## src/rtl/tdc_pkg.sv

```systemverilog
// Shared TDC definitions: parameter defaults, a width helper and the
// timestamp layout also used by the readout block.
package tdc_pkg;

  localparam int NFF_DEF      = 200;
  localparam int FINE_W_DEF   = 8;
  localparam int COARSE_W_DEF = 24;
  localparam int GRP_DEF      = 8;

  function automatic int clog2(input int value);
    int result;
    result = 0;
    for (int i = 0; i < 31; i++) begin
      if ((1 << i) < value) result = i + 1;
    end
    return result;
  endfunction

  typedef struct packed {
    logic [COARSE_W_DEF-1:0] coarse;
    logic [FINE_W_DEF-1:0]   fine;
  } timestamp_t;

endpackage

```

## src/rtl/tdc_popcount.sv

```systemverilog
// Two-stage registered popcount: group partial sums, then the final sum.
// Data-only pipeline; the caller tracks validity alongside it.
module tdc_popcount
  import tdc_pkg::*;
#(
  parameter int WIDTH = NFF_DEF,
  parameter int GRP   = GRP_DEF,
  parameter int OUT_W = FINE_W_DEF
) (
  input  logic             clk,
  input  logic [WIDTH-1:0] data,
  output logic [OUT_W-1:0] count
);

  localparam int NG    = (WIDTH + GRP - 1) / GRP;
  localparam int PAD_W = NG * GRP;
  localparam int GW    = clog2(GRP + 1);

  logic [PAD_W-1:0] padded;
  logic [GW-1:0]    grp_d [NG];
  logic [GW-1:0]    grp_q [NG];
  logic [GW-1:0]    grp_acc;
  logic [OUT_W-1:0] sum_d;

  // Zero padding lets the last group be partial without special cases.
  assign padded = PAD_W'(data);

  always_comb begin
    grp_acc = '0;
    for (int g = 0; g < NG; g++) begin
      grp_acc = '0;
      for (int j = 0; j < GRP; j++) begin
        grp_acc = grp_acc + GW'(padded[g*GRP + j]);
      end
      grp_d[g] = grp_acc;
    end
  end

  always_ff @(posedge clk) begin
    grp_q <= grp_d;
  end

  always_comb begin
    sum_d = '0;
    for (int g = 0; g < NG; g++) begin
      sum_d = sum_d + OUT_W'(grp_q[g]);
    end
  end

  always_ff @(posedge clk) begin
    count <= sum_d;
  end

endmodule

```

## src/rtl/thermo_decoder.sv

```systemverilog
// Thermometer-code TDC decoder: hit detection, bubble filter, popcount and
// coarse tagging, with a one-entry output register and drop counter.
module thermo_decoder
  import tdc_pkg::*;
#(
  parameter int NFF      = NFF_DEF,
  parameter int FINE_W   = FINE_W_DEF,
  parameter int COARSE_W = COARSE_W_DEF,
  parameter int GRP      = GRP_DEF
) (
  input  logic                clk,
  input  logic                rst_n,
  input  logic                en,
  input  logic [NFF-1:0]      therm_in,
  output logic                ts_valid,
  input  logic                ts_ready,
  output logic [COARSE_W-1:0] ts_coarse,
  output logic [FINE_W-1:0]   ts_fine,
  output logic [15:0]         drop_cnt
);

  logic                prev0;
  logic                hit;
  logic [COARSE_W-1:0] coarse_q;
  logic [COARSE_W-1:0] coarse_s1, coarse_s2, coarse_s3;
  logic                valid_s1, valid_s2, valid_s3;
  logic [NFF+1:0]      ext;
  logic [NFF-1:0]      bubble_d;
  logic [NFF-1:0]      bubble_s1;
  logic [FINE_W-1:0]   fine_s3;
  logic                load;

  assign hit = en & therm_in[0] & ~prev0;

  // Edge-extended code: below bit0 repeats bit0, above the top is zero.
  assign ext = {1'b0, therm_in, therm_in[0]};

  always_comb begin
    bubble_d = '0;
    for (int k = 0; k < NFF; k++) begin
      bubble_d[k] = (ext[k] & ext[k+1]) | (ext[k] & ext[k+2]) | (ext[k+1] & ext[k+2]);
    end
  end

  always_ff @(posedge clk or negedge rst_n) begin
    if (!rst_n) begin
      prev0     <= 1'b0;
      coarse_q  <= '0;
      valid_s1  <= 1'b0;
      valid_s2  <= 1'b0;
      valid_s3  <= 1'b0;
      coarse_s1 <= '0;
      coarse_s2 <= '0;
      coarse_s3 <= '0;
    end else begin
      prev0     <= therm_in[0];
      coarse_q  <= coarse_q + COARSE_W'(1);
      valid_s1  <= hit;
      valid_s2  <= valid_s1;
      valid_s3  <= valid_s2;
      coarse_s1 <= coarse_q;
      coarse_s2 <= coarse_s1;
      coarse_s3 <= coarse_s2;
    end
  end

  // Code is only meaningful when valid_s1 is set, so it needs no reset.
  always_ff @(posedge clk) begin
    bubble_s1 <= bubble_d;
  end

  tdc_popcount #(
    .WIDTH (NFF),
    .GRP   (GRP),
    .OUT_W (FINE_W)
  ) u_popcount (
    .clk   (clk),
    .data  (bubble_s1),
    .count (fine_s3)
  );

  assign load = valid_s3 & (~ts_valid | ts_ready);

  always_ff @(posedge clk or negedge rst_n) begin
    if (!rst_n) begin
      ts_valid  <= 1'b0;
      ts_coarse <= '0;
      ts_fine   <= '0;
      drop_cnt  <= '0;
    end else begin
      if (load) begin
        ts_valid  <= 1'b1;
        ts_coarse <= coarse_s3;
        ts_fine   <= fine_s3;
      end else if (ts_ready) begin
        ts_valid  <= 1'b0;
      end
      if (valid_s3 && !load && drop_cnt != 16'hFFFF) begin
        drop_cnt <= drop_cnt + 16'd1;
      end
    end
  end

endmodule

```

## config.mk

```make
export PLATFORM = sky130hd
export DESIGN_NAME = thermo_decoder
export DESIGN_NICKNAME = d
export VERILOG_FILES = /design/src/rtl/tdc_pkg.sv /design/src/rtl/tdc_popcount.sv /design/src/rtl/thermo_decoder.sv
export SDC_FILE = /design/constraint.sdc
export NUM_CORES = 1
export LEC_CHECK = 0
export BUFFER_PORTS_ARGS = -buffer_cell sky130_fd_sc_hd__buf_2
export CAP_MARGIN = 10
export CORE_ASPECT_RATIO = 1.5
export CORE_MARGIN = 4
export CORE_UTILIZATION = 42
export CTS_BUF_LIST = sky130_fd_sc_hd__clkbuf_8
export CTS_CLUSTER_DIAMETER = 200
export DETAILED_ROUTE_END_ITERATION = 8
export PLACE_DENSITY_LB_ADDON = 0.08
export RECOVER_POWER = 25
export SETUP_SLACK_MARGIN = 0.4
export SYNTH_ARGS = -nofsm -noshare
export SYNTH_HDL_FRONTEND = slang
export SYNTH_HIERARCHICAL = 1
export SYNTH_SLANG_ARGS = --single-unit
export TNS_END_PERCENT = 1
```

## constraint.sdc

```tcl
create_clock -name clk -period 9.7 [get_ports clk]
set_input_delay 1.455 -clock clk [delete_from_list [all_inputs] [get_ports clk]]
set_output_delay 1.455 -clock clk [all_outputs]
set_load 0.02 [all_outputs]
```

; ---- After elaboration in Yosys (flattened, before gate mapping)
; Index checks and enable logic that the tools add are counted.
[totals]
ff_bits = 457
in_bits = 204
out_inout_bits = 49
wordCells = 1048
[classes]
n_addsub = 201
eq_ne = 1
mux = 2
bitwise_logic = 801
n_reduce_logical = 4
[op_table]
columns = op, count
row1 = adder 4 x 1 -> 4 bit, 150
row2 = bitwise AND 1 bit, 400
row3 = OR 1 bit, 399
row4 = adder 8 x 4 -> 8 bit, 23
row5 = adder 1 x 1 -> 2 bit, 25
row6 = "adder 24 x 1 -> 24 bit, second input constant", 1
row7 = "adder 16 x 1 -> 16 bit, second input constant", 1
row8 = "!= test 16 bit, second input constant", 1
row9 = adder 4 x 4 -> 5 bit, 1
row10 = logical AND 1 bit, 2
row11 = 2-to-1 mux 1 bit, 2
row12 = inverter 1 bit, 2
row13 = nonzero test 2 bit, 1
row14 = zero test 1 bit, 1

; ---- Logic depth before layout (Yosys ltp)
; Gate-level depths: netlist (run 1).
[logic_depth]
ltp_word = 24
depth_mapped = 18
ltp_nobuf = 18

; ---- By module
; The synthesis (run 1) kept the hierarchy.
[by_module_without_submodules]
columns = mod, instances, cells_per_inst, area_per_inst_um2, seq_area_each_um2
row1 = thermo_decoder, 1, 712, 11074.4, 7732.4
row2 = tdc_popcount, 1, 852, 9218.8, 2162.1

; ---- Worst setup path before layout (run 1)
; No wires, ideal clock.
[synth_timing]
kind = register to register
from = reg u_popcount/grp_q[62] (netlist name)
to = reg u_popcount.count[6]
setup_time_ps = 72
arrival_time_ps = 5120
required_time_ps = 9628
path_slack_ps = 4508
path_stages_with_launch = 19
path_buffers = 0
synth_period_minus_slack_ps = 5192
cell_sequence = dfxtp_1 -> inv_1 -> fa_1 -> inv_1 -> fa_1 -> inv_1 -> fa_1 -> fa_1 -> inv_1 -> fa_1 -> fa_1 -> inv_1 -> fa_1 -> inv_1 -> ha_1 -> fa_1 -> a21o_2 -> a21oi_1 -> xnor2_1
[synth_between]
elab_chain_cells = 16
[synth_rtl]
columns = element, line_no
row1 = "start, declared", tdc_popcount.sv:21  ; logic [GW-1:0] grp_q [NG];
row2 = "start signal, assigned", tdc_popcount.sv:40  ; grp_q <= grp_d;
row3 = adder 8 x 4 -> 8 bit (16 in series), tdc_popcount.sv:46  ; sum_d = sum_d + OUT_W'(grp_q[g]);
row4 = net u_popcount.sum_d[6], tdc_popcount.sv:23  ; logic [OUT_W-1:0] sum_d;
row5 = "end signal, assigned", tdc_popcount.sv:51  ; count <= sum_d;
row6 = "end, declared", tdc_popcount.sv:12  ; output logic [OUT_W-1:0] count
; The timed path passes the listed nets, and every way through them passes these cells.
; A chain may end at the register's enable or synchronous reset.

; ---- Worst setup path in the final report (run 1)
[layout_timing]
from = reg u_popcount/grp_q[2] (netlist name)
to = reg u_popcount.count[6]
[layout_between]
elab_chain_cells = 1
[layout_rtl]
columns = element, line_no
row1 = adder 8 x 4 -> 8 bit, tdc_popcount.sv:46
row2 = net u_popcount.sum_d[6], tdc_popcount.sv:23
; The timed path passes the listed nets, and every way through them passes these cells.

==> run metrics, run 1 <==
run status complete, no violations; total detailed-routing wirelength 34.49 mm; maximum count of clock buffers along a single path 3; Max-Cap Viols 0; CP bufs+invs 4; type of origin of the critical path flip-flop; setup total negative slack 0 ns; fin crit share between 50% and 60%; Synthesis Warnings 6; syn_area_per_cell between 10 and 15 µm²; Final Max Tran Viols 0; area of the die between 50000 and 60000 µm²; initial antenna violation count 3; row count 98; Root Buffer Master clkbuf_8; wire length of the first global-routing pass 58.95 mm; skew final 0.01970 ns; slowest stage cell, crit path fa_1; clock-pin slew of the registers on the worst-case setup and hold paths 0.07 ns; fraction of layout instances using a drive strength above 1 18.33%; cell breakdown of the critical path inv_1 > fa_1 > inv_1 > fa_1 > fa_1 > fa_1 > fa_1 > fa_1 > inv_1 > fa_1 > inv_1 > ha_1 > fa_1 > a21o_2 > a21oi_1 > xnor2_1; largest driver fanout on the critical path 3; Post-Synthesis Cells 1564; total global-route track usage 13.84%; final std cells w/o fill 2540; area of the core around 48000 µm²; number of distinct library cells after synthesis 45; Slew HR between 40% and 50%; worst setup path category flip-flop to flip-flop; I/O pin cnt 253; Final min period approximately 5.4 ns; Yosys top cell by area dfxtp_1; total overflow reported by the global router 0; number of vias per cell approximately 4.4; initial standard-cell utilization of the core 42.54%; count of state elements after synthesis 457; # nets final 2378; DRC marker count from the first detailed-route iteration 285; Die Wd ~190 µm; overall via count from detail_route 11.18k; number of port buffers 252; slew of the pin with the lowest slew margin 0.8373 ns; Syn Nets roughly 2.1k; Hold Violations, Final 0; Die Y approximately 280 µm; latest clock arrival within the worst-skew pair 0.61 ns; post-synth design cell area 20290 µm²; CP Data Required Time about 10 ns; largest stage delay on the critical path 0.54 ns; Seq/Total Area, Yosys 48.76%; maximum number of pins on one net before global-route repair 81; crit path DAT 5.96 ns; commonest register cell after synthesis dfxtp_1; DR WL/cell ~14 µm; CP endpoint kind flip-flop; level count of the clock H-tree 3; unrepaired setup endpoints after global routing false; Placed Instances around 2.4k; area overhead of the layout relative to synthesis 16.99%; Antenna Violating Nets Remaining 0; First-pass DRT Iterations 4; class of the tightest hold or removal check flip-flop to flip-flop; Worst path most repeated cell fa_1; clk sink count 457; final estimated routing congestion in global placement 0.7820; cell with the most instances after synthesis inv_1; leading cell types by total area after synthesis dfxtp_1 (30%), fa_1 (19%), dfrtp_1 (18%), maj3_1 (9.8%), inv_1 (6.8%); number of enable flip-flop cells after synthesis 0; peak clock frequency supported by timing 184.8 MHz; post-synth top area share 30.38%; final routed DRC violation total 0; number of global-route vias before repair 12.76k; TritonCTS clock tree done; post-CTS setup-driven buffer insertion count 0; count of endpoints failing setup in the final report 0; top cell types by occurrence after synthesis inv_1 (369), dfxtp_1 (308), maj3_1 (198); half-perimeter wire length after detailed placement 28.07 mm; share of synthesized flip-flops with an asynchronous set or reset around 33%; CTS Buf Count 71; count of hold buffers inserted by post-cts repair 0; Top Family by Delay on Critical Path adder cells; post-cts gate resize count 0
layout by cell type, fill, tap and decap left out, types with 10 or more instances in the layout:
master,n
inv_1,382
dfxtp_1,308
maj3_1,198
fa_1,195
buf_2,186
dfrtp_1,149
ha_1,94
clkbuf_8,86
clkbuf_1,65
xor2_1,40
mux2_2,34
a21oi_1,28
xnor2_1,27
nor2b_1,25
nand3_1,13
nand2_1,12
nor3_1,10
clkinv_2,10
flip-flops by register name, indices dropped and copies added (netlist names):
signal and count:
coarse_s3 24, u_popcount/grp_q 100, u_popcount/count 8, drop_cnt 16, coarse_q 24, valid_s3 1, ts_coarse 24, coarse_s1 24
coarse_s2 24, valid_s1 1, bubble_s1 200, valid_s2 1, ts_fine 8, ts_valid 1, prev0 1
metal layers:
layer	up-vias	part of all wire [%]	global-route usage, %
met3	57	4.7	3.178
li1	5485	-	-
met4	0	2.2	5.009
met2	231	55	25.91
met5	-	0	0
met1	5411	38	15.24
cells by family after synthesis:
family | share of synthesized area, %
AND/OR/NAND/NOR | 3.496
adder cells (fa/ha/maj) | 34.80
AO/OA/AOI/OAI | 1.141
multiplexers | 1.961
buffers and inverters | 6.955
XOR/XNOR | 2.892
flip-flops | 48.76
cell type report:
type	instances	area [µm²]
clock inverter	39	331.6
sequential	457	9894
antenna	3	7.507
clock buffer	86	1184
tap	600	750.7
inverter	369	1385
fill	4326	23960
multi-input combinational	732	8987
timing repair buffer	254	1201
path summary, 6_finish.rpt:
| kind | from | endpoint | slack [ns] | cells after the start |
|---|---|---|---|---|
| worst max-delay path | u_popcount/grp_q[2]$_DFF_P_ | u_popcount/count[6]$_DFF_P_ | 4.29 | 16 |
| worst min-delay path | coarse_s2[16]$_DFF_PN0_ | coarse_s3[16]$_DFF_PN0_ | 0.34 | 0 |
| worst max register to register | u_popcount/grp_q[2]$_DFF_P_ | u_popcount/count[6]$_DFF_P_ | 4.29 | 16 |
| worst min register to register | coarse_s2[16]$_DFF_PN0_ | coarse_s3[16]$_DFF_PN0_ | 0.34 | 0 |
| max in group asynchronous | rst_n | coarse_q[14]$_DFF_PN0_ | 7.47 | 2 |
| min in group asynchronous | rst_n | drop_cnt[12]$_DFFE_PN0P_ | 0.86 | 1 |
metrics by stage:
stage | utilization [%] | hold slack [ns] | area (µm²) | worst slack (ns)
2_1_floorplan | - | 0.3312 | 20290 | 4.508
3_3_place_gp | 46.75 | 0.3314 | 22300 | 4.305
3_5_place_dp | 46.75 | 0.3347 | 22300 | 4.287
4_1_cts | 49.93 | 0.3424 | 23820 | 4.242
5_1_grt | 49.77 | 0.3438 | 23740 | 4.028
6_report | 49.77 | 0.3411 | 23740 | 4.288
Power of run 1 is not shown: default switching activity piles up to over one toggle a cycle in this logic, so the estimate is an artifact.
==> run 2, diff against run 1 <==
Settings changed: ABC_AREA from default to 1.
Clock period 9.7 ns to 5.46 ns, I/O delays scaled along.
==> run 2 against run 1 <==
Against the previous run: critical path depth grew 1; first-iteration DRC count grew 49%; sequential share of layout area shrank 1.6 points; clock skew shrank 0.00087 ns; final cell count grew 25%; register-to-register slack lost 3.8 ns; area after synthesis grew 4.1%; non-clock buffer count is the same; setup slack lost 3.8 ns; via count grew 22%; die area grew 3.9%; critical path type unchanged.
==> run metrics, run 2 <==
run status complete, no violations; half-perimeter wire length after detailed placement 32.38 mm; CP endpoint kind flip-flop; First-pass DRT Iterations 4; Die Y 282.6 µm; TritonCTS clock tree done; overall via count from detail_route about 14k; startpoint of the most critical setup path u_popcount/grp_q[79]$_DFF_P_; leading cell types by total area after synthesis dfxtp_1 (29%), fa_1 (18%), dfrtp_1 (18%), inv_1 (10%), ha_1 (5.6%); latest clock arrival within the worst-skew pair roughly 0.62 ns; class of the tightest hold or removal check input port to async pin; initial standard-cell utilization of the core 42.51%; count of endpoints failing setup in the final report 0; area of the die 54000 µm²; worst setup path category flip-flop to flip-flop; Top Family by Delay on Critical Path adder cells; slowest stage cell, crit path fa_1; number of global-route vias before repair 14.32k; level count of the clock H-tree 3; Hold Violations, Final 0; share of synthesized flip-flops with an asynchronous set or reset approximately 33%; flop2flop setup slack 0.54 ns; I/O pin cnt roughly 250; maximum number of pins on one net before global-route repair 99; FILL cells 4803; fin crit share 90.15%; DRC marker count from the first detailed-route iteration 424; number of enable flip-flop cells after synthesis 0; Root Buffer Master clkbuf_8; maximum count of clock buffers along a single path 3; commonest register cell after synthesis dfxtp_1; count of hold buffers inserted by post-cts repair 0; top library cells by usage in the layout, fill and taps aside inv_1 (595), dfxtp_1 (303), nand2_1 (262), a21oi_1 (199), buf_2 (198); skew final 0.01883 ns; largest stage delay on the critical path 0.54 ns; Final Max Tran Viols 0; Syn Nets 2612; count of state elements after synthesis ~460; fraction of layout instances using a drive strength above 1 ~16%; number of port buffers 252; clock-pin slew of the registers on the worst-case setup and hold paths 0.06 ns; DR WL/cell 12.52 µm; Seq/Total Area, Yosys 46.86%; CP Data Required Time 5.95 ns; Post-Synthesis Cells 2119; largest driver fanout on the critical path 2; CP bufs+invs 6; number of vias per cell 4.309; Slew HR between 30% and 40%; setup total negative slack 0 ns; highest routed metal layer met4; detailed-routed wire length on met3 1.996 mm; type of origin of the critical path flip-flop; total detailed-routing wirelength 39.61 mm; Max-Cap Viols 0; cell breakdown of the critical path inv_1 > fa_1 > inv_1 > fa_1 > inv_2 > fa_1 > inv_1 > fa_1 > fa_1 > fa_1 > inv_1 > fa_1 > inv_2 > fa_2 > nand3_2 > nand2_2 > xor2_1; row count 100; Die Wd 191.1 µm; post-synth design cell area 21120 µm²; Yosys top cell by area dfxtp_1; worst hold slack across all endpoints 0.2742 ns; total global-route track usage approximately 15%; cell with the most instances after synthesis inv_1; post-synth top area share 29.20%; total overflow reported by the global router 0; clk sink count 457; CTS Buf Count slightly above 70; # nets final 2935; syn_area_per_cell 9.965 µm²; top cell types by occurrence after synthesis inv_1 (585), dfxtp_1 (308), nand2_1 (263); slew of the pin with the lowest slew margin 0.9217 ns; Final min period 4.922 ns; metal1 wirelength ~14 mm; commonest non-fill, non-tap cell in the layout inv_1; unrepaired setup endpoints after global routing true; utilization after layout around half; number of distinct library cells after synthesis 31; Regs by FF count bubble_s1: 200 flops, u_popcount/grp_q: 100 flops; register with the highest flop count bubble_s1; crit path DAT around 5.4 ns; start of the worst register-to-register path u_popcount/grp_q[79]$_DFF_P_; Worst path most repeated cell fa_1; final estimated routing congestion in global placement 0.7909; Synthesis Warnings 6; initial antenna violation count 2; detailed-routed wire length on met2 22.20 mm; wire length of the first global-routing pass 65.92 mm; Antenna Violating Nets Remaining 0; area overhead of the layout relative to synthesis 16.98%; flip-flop count of the largest register after layout 200; peak clock frequency supported by timing 203.2 MHz; area of the core 49670 µm²; final routed DRC violation total 0
-- run 2: cell count changes after synthesis, moves of 5 or more --
cell      before  now
nor2_1         7  143
nor3_1        10    1
maj3_1       198    0
nor2b_1       25    0
nor2_2         1    6
nand3_1       13   42
nand3b_1       1    7
xnor2_1       27   20
a21oi_1       28  199
nand2_2        0    8
xor2_1        40   30
nand2_1       12  263
inv_1        369  585
-- run 2: cells by family after synthesis --
kind of cell / count (synthesis) / synth area share, %
buffers and inverters: 596 / 10.65
and+or+nand+nor: 489 / 9.717
DFF: 457 / 46.86
adders and majority gates: 289 / 24.06
AOI/OAI and AO/OA: 205 / 4.859
xor gates and xnor gates: 51 / 2.151
muxes: 32 / 1.706
-- run 2: layout make-up --
type / count / area [µm²] / area share, %
clock buffers: 89 / 1225 / 4.959
flip-flops and latches: 457 / 9901 / 40.08
diodes: 2 / 5.005 / 0.02026
well taps: 663 / 829.5 / 3.358
multi-input cells: 1066 / 9005 / 36.45
clock inverters: 41 / 297.8 / 1.205
inverters: 591 / 2220 / 8.985
repair buffers: 254 / 1220 / 4.938
-- run 2: final timing paths --
check	to	cells after the start
max in group asynchronous	coarse_s1[20]$_DFF_PN0_	2
min reg2reg	coarse_s2[2]$_DFF_PN0_	0
min	drop_cnt[14]$_DFFE_PN0P_	1
min in group clk	coarse_s2[2]$_DFF_PN0_	0
max reg2reg	u_popcount/count[6]$_DFF_P_	17
max	u_popcount/count[6]$_DFF_P_	17
-- run 2: timing repair --
action                     CTS  global route
pin swaps                   11            32
cloned                       0             0
hold endpoints to repair     0             0
buffers inserted             1             0
setup endpoints to repair    2             5
gates resized for setup      8            18
-- run 2: routing by layer --
layer / track usage (%) / up-vias
met2: 29.63 / 234
met5: 0 / -
met1: 16.05 / 6399
met4: 5.104 / 0
met3: 3.321 / 73
li1: - / 6924
-- run 2: through the flow --
step	instances	area (µm²)	setup slack, ns
2_1_floorplan	2119	21120	0.4599
3_3_place_gp	3030	23190	0.3184
3_5_place_dp	3030	23190	0.2294
4_1_cts	3161	24740	0.3174
5_1_grt	3162	24700	0.3775
6_report	3163	24700	0.5376
Power of run 2 is left out for the same reason.
